==> src/rtl/spi_top_pkg.sv <==
// Shared opcodes, FSM state type and the address-window byte helper for the
// ST7789-style panel initialiser.
package spi_top_pkg;

  localparam logic [7:0] CMD_SWRST  = 8'h01;
  localparam logic [7:0] CMD_SLPOUT = 8'h11;
  localparam logic [7:0] CMD_PIXFMT = 8'h3A;
  localparam logic [7:0] DAT_PIXFMT = 8'h55;
  localparam logic [7:0] CMD_INVON  = 8'h21;
  localparam logic [7:0] CMD_DISPON = 8'h29;
  localparam logic [7:0] CMD_CASET  = 8'h2A;
  localparam logic [7:0] CMD_PASET  = 8'h2B;
  localparam logic [7:0] CMD_RAMWR  = 8'h2C;

  typedef enum logic [3:0] {
    ST_HWRST,
    ST_HWWAIT,
    ST_SWRST,
    ST_WAIT1,
    ST_SLPOUT,
    ST_WAIT2,
    ST_PIXFMT,
    ST_INVON,
    ST_DISPON,
    ST_CASET,
    ST_PASET,
    ST_RAMWR,
    ST_PIXELS,
    ST_DONE
  } state_t;

  // Returns {dc, byte} for byte idx of a CASET/PASET transaction.
  function automatic logic [8:0] addr_byte(input logic [7:0]  cmd,
                                           input logic [15:0] start,
                                           input logic [15:0] stop,
                                           input logic [2:0]  idx);
    case (idx)
      3'd0:    addr_byte = {1'b0, cmd};
      3'd1:    addr_byte = {1'b1, start[15:8]};
      3'd2:    addr_byte = {1'b1, start[7:0]};
      3'd3:    addr_byte = {1'b1, stop[15:8]};
      default: addr_byte = {1'b1, stop[7:0]};
    endcase
  endfunction

endpackage

==> src/rtl/spi_byte_tx.sv <==
// Shifts one byte out MSB first, one bit per clock, with chip select low for
// exactly eight cycles; done_o pulses on the cycle CS returns high.
module spi_byte_tx (
  input  logic       clk_i,
  input  logic       rst_ni,
  input  logic       start_i,
  input  logic [7:0] byte_i,
  input  logic       dc_i,
  output logic       busy_o,
  output logic       done_o,
  output logic       mosi_o,
  output logic       cs_o,
  output logic       dc_o
);

  logic [6:0] shift_q, shift_d;
  logic [2:0] bit_q, bit_d;
  logic       mosi_q, mosi_d;
  logic       cs_q, cs_d;
  logic       dc_q, dc_d;
  logic       done_q, done_d;

  always_comb begin
    shift_d = shift_q;
    bit_d   = bit_q;
    mosi_d  = mosi_q;
    cs_d    = cs_q;
    dc_d    = dc_q;
    done_d  = 1'b0;
    if (cs_q) begin
      if (start_i) begin
        cs_d    = 1'b0;
        mosi_d  = byte_i[7];
        shift_d = byte_i[6:0];
        dc_d    = dc_i;
        bit_d   = 3'd0;
      end
    end else if (bit_q == 3'd7) begin
      cs_d   = 1'b1;
      mosi_d = 1'b0;
      done_d = 1'b1;
    end else begin
      mosi_d  = shift_q[6];
      shift_d = {shift_q[5:0], 1'b0};
      bit_d   = bit_q + 3'd1;
    end
  end

  always_ff @(posedge clk_i or negedge rst_ni) begin
    if (!rst_ni) begin
      shift_q <= '0;
      bit_q   <= '0;
      mosi_q  <= 1'b0;
      cs_q    <= 1'b1;
      dc_q    <= 1'b0;
      done_q  <= 1'b0;
    end else begin
      shift_q <= shift_d;
      bit_q   <= bit_d;
      mosi_q  <= mosi_d;
      cs_q    <= cs_d;
      dc_q    <= dc_d;
      done_q  <= done_d;
    end
  end

  assign busy_o = ~cs_q;
  assign done_o = done_q;
  assign mosi_o = mosi_q;
  assign cs_o   = cs_q;
  assign dc_o   = dc_q;

endmodule

==> src/rtl/spi_top.sv <==
// Panel bring-up sequencer: reset, init commands, then fills one square.
// Define SPI_TOP_INVERT_EN to insert display-inversion-on (0x21) before DISPON.
module spi_top
  import spi_top_pkg::*;
#(
  parameter int          DELAY   = 20,
  parameter logic [15:0] SQ_X    = 16'd16,
  parameter logic [15:0] SQ_Y    = 16'd16,
  parameter int          SQ_SIZE = 8,
  parameter logic [15:0] COLOR   = 16'hF800
) (
  input  logic i_clk,
  input  logic i_rst,
  output logic o_mosi,
  output logic o_cs,
  output logic o_dc,
  output logic o_rst
);

  // DELAY must fit the 16-bit wait counter; SQ_SIZE <= 240 keeps pixels < 2^17.
  localparam logic [15:0] DLY_LAST = 16'(DELAY - 1);
  localparam logic [16:0] PIX_LAST = 17'(SQ_SIZE * SQ_SIZE - 1);
  localparam logic [15:0] X_END    = 16'(SQ_X + SQ_SIZE - 1);
  localparam logic [15:0] Y_END    = 16'(SQ_Y + SQ_SIZE - 1);

  state_t      state_q, state_d, next_s;
  logic [15:0] cnt_q, cnt_d;
  logic [2:0]  idx_q, idx_d;
  logic [16:0] pix_q, pix_d;
  logic        lo_q, lo_d;
  logic        pend_q, pend_d;
  logic        rst_q, rst_d;

  logic       tx_start, tx_busy, tx_done;
  logic [8:0] tx_word;
  logic       last, is_wait, is_send;

  always_comb begin
    state_d  = state_q;
    cnt_d    = cnt_q;
    idx_d    = idx_q;
    pix_d    = pix_q;
    lo_d     = lo_q;
    pend_d   = pend_q;
    rst_d    = rst_q;
    tx_start = 1'b0;
    tx_word  = 9'h000;
    last     = 1'b1;
    next_s   = state_q;
    is_wait  = 1'b0;
    is_send  = 1'b0;

    case (state_q)
      ST_HWRST:  begin is_wait = 1'b1; next_s = ST_HWWAIT; end
      ST_HWWAIT: begin is_wait = 1'b1; next_s = ST_SWRST;  end
      ST_SWRST:  begin is_send = 1'b1; tx_word = {1'b0, CMD_SWRST};  next_s = ST_WAIT1; end
      ST_WAIT1:  begin is_wait = 1'b1; next_s = ST_SLPOUT; end
      ST_SLPOUT: begin is_send = 1'b1; tx_word = {1'b0, CMD_SLPOUT}; next_s = ST_WAIT2; end
      ST_WAIT2:  begin is_wait = 1'b1; next_s = ST_PIXFMT; end
      ST_PIXFMT: begin
        is_send = 1'b1;
        tx_word = (idx_q == 3'd0) ? {1'b0, CMD_PIXFMT} : {1'b1, DAT_PIXFMT};
        last    = (idx_q == 3'd1);
`ifdef SPI_TOP_INVERT_EN
        next_s  = ST_INVON;
`else
        next_s  = ST_DISPON;
`endif
      end
`ifdef SPI_TOP_INVERT_EN
      ST_INVON:  begin is_send = 1'b1; tx_word = {1'b0, CMD_INVON};  next_s = ST_DISPON; end
`endif
      ST_DISPON: begin is_send = 1'b1; tx_word = {1'b0, CMD_DISPON}; next_s = ST_CASET; end
      ST_CASET: begin
        is_send = 1'b1;
        tx_word = addr_byte(CMD_CASET, SQ_X, X_END, idx_q);
        last    = (idx_q == 3'd4);
        next_s  = ST_PASET;
      end
      ST_PASET: begin
        is_send = 1'b1;
        tx_word = addr_byte(CMD_PASET, SQ_Y, Y_END, idx_q);
        last    = (idx_q == 3'd4);
        next_s  = ST_RAMWR;
      end
      ST_RAMWR:  begin is_send = 1'b1; tx_word = {1'b0, CMD_RAMWR}; next_s = ST_PIXELS; end
      ST_PIXELS: begin
        is_send = 1'b1;
        tx_word = lo_q ? {1'b1, COLOR[7:0]} : {1'b1, COLOR[15:8]};
        last    = lo_q && (pix_q == PIX_LAST);
        next_s  = ST_DONE;
      end
      ST_DONE: ;
      default: state_d = ST_HWRST;
    endcase

    // Shared delay counter; cleared on every exit so it never wraps.
    if (is_wait) begin
      if (cnt_q == DLY_LAST) begin
        cnt_d   = 16'd0;
        state_d = next_s;
        if (state_q == ST_HWRST) rst_d = 1'b1;
      end else begin
        cnt_d = cnt_q + 16'd1;
      end
    end

    // One byte in flight at a time: issue, then wait for the done pulse.
    if (is_send) begin
      if (!pend_q && !tx_busy) begin
        tx_start = 1'b1;
        pend_d   = 1'b1;
      end else if (pend_q && tx_done) begin
        pend_d = 1'b0;
        if (state_q == ST_PIXELS) begin
          lo_d = ~lo_q;
          if (lo_q && !last) pix_d = pix_q + 17'd1;
        end
        if (last) begin
          idx_d   = 3'd0;
          state_d = next_s;
        end else if (state_q != ST_PIXELS) begin
          idx_d = idx_q + 3'd1;
        end
      end
    end
  end

  always_ff @(posedge i_clk or negedge i_rst) begin
    if (!i_rst) begin
      state_q <= ST_HWRST;
      cnt_q   <= '0;
      idx_q   <= '0;
      pix_q   <= '0;
      lo_q    <= 1'b0;
      pend_q  <= 1'b0;
      rst_q   <= 1'b0;
    end else begin
      state_q <= state_d;
      cnt_q   <= cnt_d;
      idx_q   <= idx_d;
      pix_q   <= pix_d;
      lo_q    <= lo_d;
      pend_q  <= pend_d;
      rst_q   <= rst_d;
    end
  end

  spi_byte_tx u_tx (
    .clk_i   (i_clk),
    .rst_ni  (i_rst),
    .start_i (tx_start),
    .byte_i  (tx_word[7:0]),
    .dc_i    (tx_word[8]),
    .busy_o  (tx_busy),
    .done_o  (tx_done),
    .mosi_o  (o_mosi),
    .cs_o    (o_cs),
    .dc_o    (o_dc)
  );

  assign o_rst = rst_q;

endmodule

==> config.mk <==
export PLATFORM = sky130hd
export DESIGN_NAME = spi_top
export DESIGN_NICKNAME = d
export VERILOG_FILES = /design/src/rtl/spi_top_pkg.sv /design/src/rtl/spi_byte_tx.sv /design/src/rtl/spi_top.sv
export SDC_FILE = /design/constraint.sdc
export NUM_CORES = 1
export LEC_CHECK = 0
export BUFFER_PORTS_ARGS = -buffer_cell sky130_fd_sc_hd__buf_4
export CAP_MARGIN = 15
export CORE_MARGIN = 5
export CORE_UTILIZATION = 50
export CTS_CLUSTER_DIAMETER = 40
export DETAILED_ROUTE_END_ITERATION = 7
export GPL_TIMING_DRIVEN = 1
export PLACE_DENSITY = 0.66
export SLEW_MARGIN = 20
export SYNTH_ARGS = -nofsm -noshare
export SYNTH_HDL_FRONTEND = slang
export SYNTH_SLANG_ARGS = --single-unit
==> constraint.sdc <==
create_clock -name i_clk -period 3.4 [get_ports i_clk]
set_input_delay 0.51 -clock i_clk [delete_from_list [all_inputs] [get_ports i_clk]]
set_output_delay 0.51 -clock i_clk [all_outputs]
set_load 0.05 [all_outputs]
==> metrics.cfg, run 1 <==
[run_status]
status=completed

[power]
power_mw=1.32
powerDensity_nw_per_um2=385
p_leak_nw=1.50
ir_worst_vdd_mv=0.219

[place]
place_hpwl_um=4230
dpl_cell_area_um2=3230
dp_worst_setup_slack_ps=731
port_buffers=5
globalplace.congestion=0.834
dpl.cell_count=391

[critical_path]
end_kind=register
r2r_slack_ps=690
crit_chain=nor3b_1, or3_1, nand3_1, o21ai_1, o21ai_0, o22a_1
rr_startpoint=state_q[1]
worstPathMaxFanout=21
reg2reg_depth=6
arrival_ps=2930
cp-start-kind=register
crit_family=compound AO/OA/AOI/OAI gates
r2r-end=u_tx.shift_q[5]
max_stage_delay_ps=800
cp_slowest_cell=dfrtp_1
worstSetupPathType=reg2reg
path_buf_inv=0
cp.required_ps=3620

[finish]
area_growth_pct=7.49
fin_area_um2=3430
final_cells=406
final_util=0.546
layout-drive-gt1-share=0.109
antenna_cells=0
fin_nets=335

[global_routing]
grt_pass1_vias=2335
track_usage=0.164
grt_antenna_before_repair=0
grt_pass1_wl_um=11000
grt_max_degree=58
grt-ovfl-total=0

[sta]
finalCritPeriodShare=0.797
fmax_mhz=369
finalMaxSlewViolations=0
hold_slack_ps=229
grt_setup_unrepaired=false
setup_violations=0
relSlewSlack=0.515
setup_ws_ps=689
tightest_slew_ps=723
min_period_ps=2710
hold_viol_final=0
finClkSkew_ps=9.48
fin_setup_tns_ps=0

[logic_synthesis]
synth_common_cells=56 x dfrtp_1, 33 x nand2_1, 30 x nor2_1
synth_top_area_share=0.439
syn_area_per_cell_um2=9.84
yosysWarnings=0
synthCells=324
synth_fp_nets=334
ys_seq_elements=57
ys_seq_area_frac=0.448
synth_area_um2=3190
ys_async_sr_fraction=1.00
synth_area_leaders=dfrtp_1 44%, xnor2_1 5.2%, nand2_1 3.9%
synth.most_common_cell=dfrtp_1
yosysTopAreaCell=dfrtp_1
synth_edf_count=0
ys_types=60
synth_flop_cell=dfrtp_1

[clocking]
cts_max_path_buffers=2
hold_buffers=0
clkLatencyLatePin_ps=330
cts_resized=0
root_buffer=clkbuf_8
clock-sinks=57
ctsHtreeMaxLevel=3
cts_made_buffers=9
post_cts_buffers=0
cts_tree=done
clkTransAtPathRegs_ps=70

[drt]
via_count=2399
wl_um=6170
wl_per_cell_um=15.2
drcViolationCount=0
vias_per_cell=5.91
drtAntennaViolNets=0
firstDrtPassIters=5
first_iter_violations=167

[floorplan]
die_x_um=89.9
pin_count=6
rows=29
start_util=0.508
coreArea_um2=6280
die-area_um2=8080
chipHeight_um=89.9

[run]
maxCapViolations=0

[worst_hold_path]
hold_class=in2async

## flip-flops by register name (all words and copies together), names as in the netlist
name	count
u_tx.shift_q	7
u_tx.cs_o	1
o_rst	1
u_tx.bit_q	3
pix_q	17
u_tx.dc_o	1
u_tx.done_o	1
idx_q	3
u_tx.mosi_o	1
state_q	4
cnt_q	16
lo_q	1
pend_q	1
## final cells by class
class	instances	area (um2)
timing repair buffer	6	45.0
inverter	10	37.5
sequential	57	1430
fill	554	2850
clock buffer	12	155
tap	77	96.3
multi-input combinational	241	1630
clock inverter	3	40.0
## report_power, final
part / internal [mW] / switching, mW
clock network: 0.372 / 0.257
registers: 0.678 / 0
logic: 0.000725 / 0.0125
total: 1.05 / 0.270
## cells in the final DEF, fill, tap and decap left out, drive strengths merged, types with 10 or more instances in the layout
master	n
dfrtp	56
nand2	33
nor2	31
xnor2	19
o21ai	16
xor2	13
nand4	13
clkbuf	12
nand3	11
inv	10
## routing by layer
layer | up-vias | share of wire | GRT usage | routed length, um
li1 | 1156 | - | - | -
met1 | 1156 | 0.48 | 0.228 | 2930
met3 | 17 | 0.046 | 0.0359 | 284
met4 | 0 | 0.026 | 0.0906 | 159
met2 | 70 | 0.45 | 0.237 | 2790
met5 | - | 0 | 0 | 0
## kinds of logic (layout without fill, tap and decap cells)
| family | after synthesis | count (layout) | synth area share |
|---|---|---|---|
| mux | 5 | 5 | 0.0169 |
| simple gates | 136 | 136 | 0.239 |
| compound gates | 60 | 60 | 0.135 |
| buf+inv | 26 | 31 | 0.0424 |
| fa+ha+maj | 8 | 8 | 0.0314 |
| flops | 57 | 57 | 0.448 |
| xor+xnor | 32 | 32 | 0.0879 |
## worst max path at each step
stage	slack (ps)	start	depth (start not counted)	to
4_1_cts	730	state_q[1]	6	u_tx.shift_q[5]
3_5_place_dp	730	state_q[2]	6	u_tx.shift_q[5]
2_1_floorplan	1330	state_q[0]	9	state_q[0]
6_report	690	state_q[1]	6	u_tx.shift_q[5]
3_3_place_gp	810	state_q[1]	6	u_tx.shift_q[5]
5_1_grt	440	state_q[2]	6	u_tx.shift_q[5]
Power figures use the tool's default switching activity.
==> run 2: changes to the inputs <==
- ABC_AREA: not set -> 1
- clock period: 3.4 -> 2.83 ns (I/O delays scaled with it)
==> metrics.cfg, run 2 <==
[logic_synthesis]
synth_area_um2=3410  ; +6.9%
synthCells=452  ; +40%
synth_top_area_share=0.411  ; -0.0284
yosysWarnings=0  ; unchanged
yosysTopAreaCell=dfrtp_1
synth.most_common_cell=nand2_1
synth_common_cells=133 x nand2_1, 56 x dfrtp_1, 49 x nor2_1
ys_types=34  ; -43%
ys_seq_area_frac=0.419  ; -0.0289
synth_fp_nets=462  ; +38%
syn_area_per_cell_um2=7.54  ; -23%
synth_flop_cell=dfrtp_1
synth_area_leaders=dfrtp_1 41%, nand2_1 15%, nand3_1 5.4%
ys_seq_elements=57  ; unchanged
ys_async_sr_fraction=1.00  ; unchanged
synth_edf_count=0  ; unchanged

[global_routing]
grt-ovfl-total=0  ; unchanged
grt_pass1_wl_um=12000  ; +9.1%
grt_pass1_vias=2711  ; +16%
grt_antenna_before_repair=0  ; unchanged
track_usage=0.174  ; +0.00967
grt_max_degree=58  ; unchanged

[floorplan]
die_x_um=92.6  ; +3.0%
rows=30  ; +3.4%
chipHeight_um=92.6  ; +3.0%
pin_count=6  ; unchanged
coreArea_um2=6720  ; +7.0%
start_util=0.507  ; -0.000624
die-area_um2=8570  ; +6.1%

[clocking]
hold_buffers=0  ; unchanged
cts_made_buffers=9  ; unchanged
cts_max_path_buffers=2  ; unchanged
clock-sinks=57  ; unchanged
root_buffer=clkbuf_8
ctsHtreeMaxLevel=3  ; unchanged
cts_tree=done
post_cts_buffers=0  ; unchanged
clkTransAtPathRegs_ps=70  ; about the same
cts_resized=0  ; unchanged
clkLatencyLatePin_ps=340  ; about the same

[critical_path]
cp_slowest_cell=dfrtp_1
worstPathMaxFanout=12  ; -43%
path_buf_inv=1  ; +1
end_kind=register
arrival_ps=2420  ; -510 ps
cp.required_ps=3050  ; -570 ps
cp-start-kind=register
crit_family=simple AND/OR/NAND/NOR gates
crit_chain=nor2_2, nand2_2, nand4_1, nand3_1, o21ai_2, clkinv_1, nand2_1, nand3_1
crit_top_cell=nand3_1
max_stage_delay_ps=460  ; -340 ps
worstSetupPathType=reg2reg
r2r_slack_ps=630  ; -60 ps

[sta]
hold_viol_final=0  ; unchanged
fmax_mhz=454  ; +23%
tightest_slew_ps=720  ; -2.77 ps
min_period_ps=2200  ; -510 ps
relSlewSlack=0.520  ; +0.00508
finalMaxSlewViolations=0  ; unchanged
fin_setup_tns_ps=0  ; unchanged
finalCritPeriodShare=0.778  ; -0.0195
grt_setup_unrepaired=false
setup_violations=0  ; unchanged
finClkSkew_ps=10.2  ; +0.676 ps

[finish]
final_common_cell=nand2_1
antenna_cells=0  ; unchanged
fin_nets=473  ; +41%
regArea_um2=1430  ; unchanged
reg.largest.list=pix_q: 17 flops, cnt_q: 16 flops, u_tx.shift_q: 7 flops
area_growth_pct=9.61
final_cell_mix=133 x nand2_1, 56 x dfrtp_1, 49 x nor2_1, 47 x inv_1, 37 x nand3_1
regMostFlops=pix_q
fillers=616  ; +11%
multiInputGateArea_um2=1740  ; +7.0%
largest_reg_flops=17  ; unchanged
layout-drive-gt1-share=0.107  ; -0.00258

[place]
place_hpwl_um=4820  ; +14%
port_buffers=5  ; unchanged
globalplace.congestion=0.959  ; +15%

[run]
maxCapViolations=0  ; unchanged

[drt]
wl_per_cell_um=12.5  ; -18%
wl_um=6850  ; +11%
vias_per_cell=5.27  ; -11%
first_iter_violations=150  ; -10%
drtAntennaViolNets=0  ; unchanged
firstDrtPassIters=5  ; unchanged
via_count=2888  ; +20%
drcViolationCount=0  ; unchanged

[worst_hold_path]
hold_class=in2async

[power]
p_leak_nw=1.88  ; +25%
power_mw=1.70  ; +29%
powerDensity_nw_per_um2=456  ; +18%
ir_worst_vdd_mv=0.311  ; +42%

[run_status]
status=completed

## run 2: final cells by class
class,instances,share of cell area
inverters,54,0.0542
multi-input cells,336,0.466
repair buffers,5,0.0100
well taps,80,0.0268
flip-flops and latches,57,0.382
clock buffers,11,0.0405
clock inverters,5,0.0208
## run 2: final timing paths
kind	cells past startpoint	startpoint	endpoint
worst min register to register	2	u_tx.shift_q[6]	u_tx.shift_q[6]
worst min-delay path	1	i_rst	pix_q[4]
max in group asynchronous	1	i_rst	idx_q[1]
worst max-delay path	8	state_q[1]	u_tx.shift_q[2]
worst max register to register	8	state_q[1]	u_tx.shift_q[2]
min in group i_clk	2	u_tx.shift_q[6]	u_tx.shift_q[6]
## run 2: per-layer routing
| layer | vias to the layer above | share of wire | GRT usage |
|---|---|---|---|
| li1 | 1468 | - | - |
| met1 | 1362 | 0.50 | 0.233 |
| met2 | 47 | 0.45 | 0.272 |
| met3 | 11 | 0.033 | 0.0349 |
| met4 | 0 | 0.018 | 0.0780 |
| met5 | - | 0 | 0 |
## run 2: power breakdown
group          internal [mW]  total, mW  switching (mW)
sequential             0.815      0.815               0
clock                  0.540      0.874           0.333
combinational       0.000869     0.0161          0.0153
total                   1.36       1.70           0.349
## run 2: logic make-up after synthesis
family,count (synthesis),synth area share
AND/OR/NAND/NOR,264,0.355
flip-flops,57,0.419
buffers and inverters,59,0.0708
AO/OA/AOI/OAI,39,0.0620
adder cells (fa/ha/maj),8,0.0294
XOR/XNOR,25,0.0642
## run 2: through the flow
stage               cell area (um2)  hold slack, ps  worst slack (ps)  utilization  std cells
floorplan                      3410             129              1080            -        452
global placement               3510             460               714        0.522        532
detailed placement             3510             458               675        0.522        532
CTS                            3740             155               665        0.556        548
global route                   3740             214               436        0.556        548
finish                         3740             144               629        0.556        548
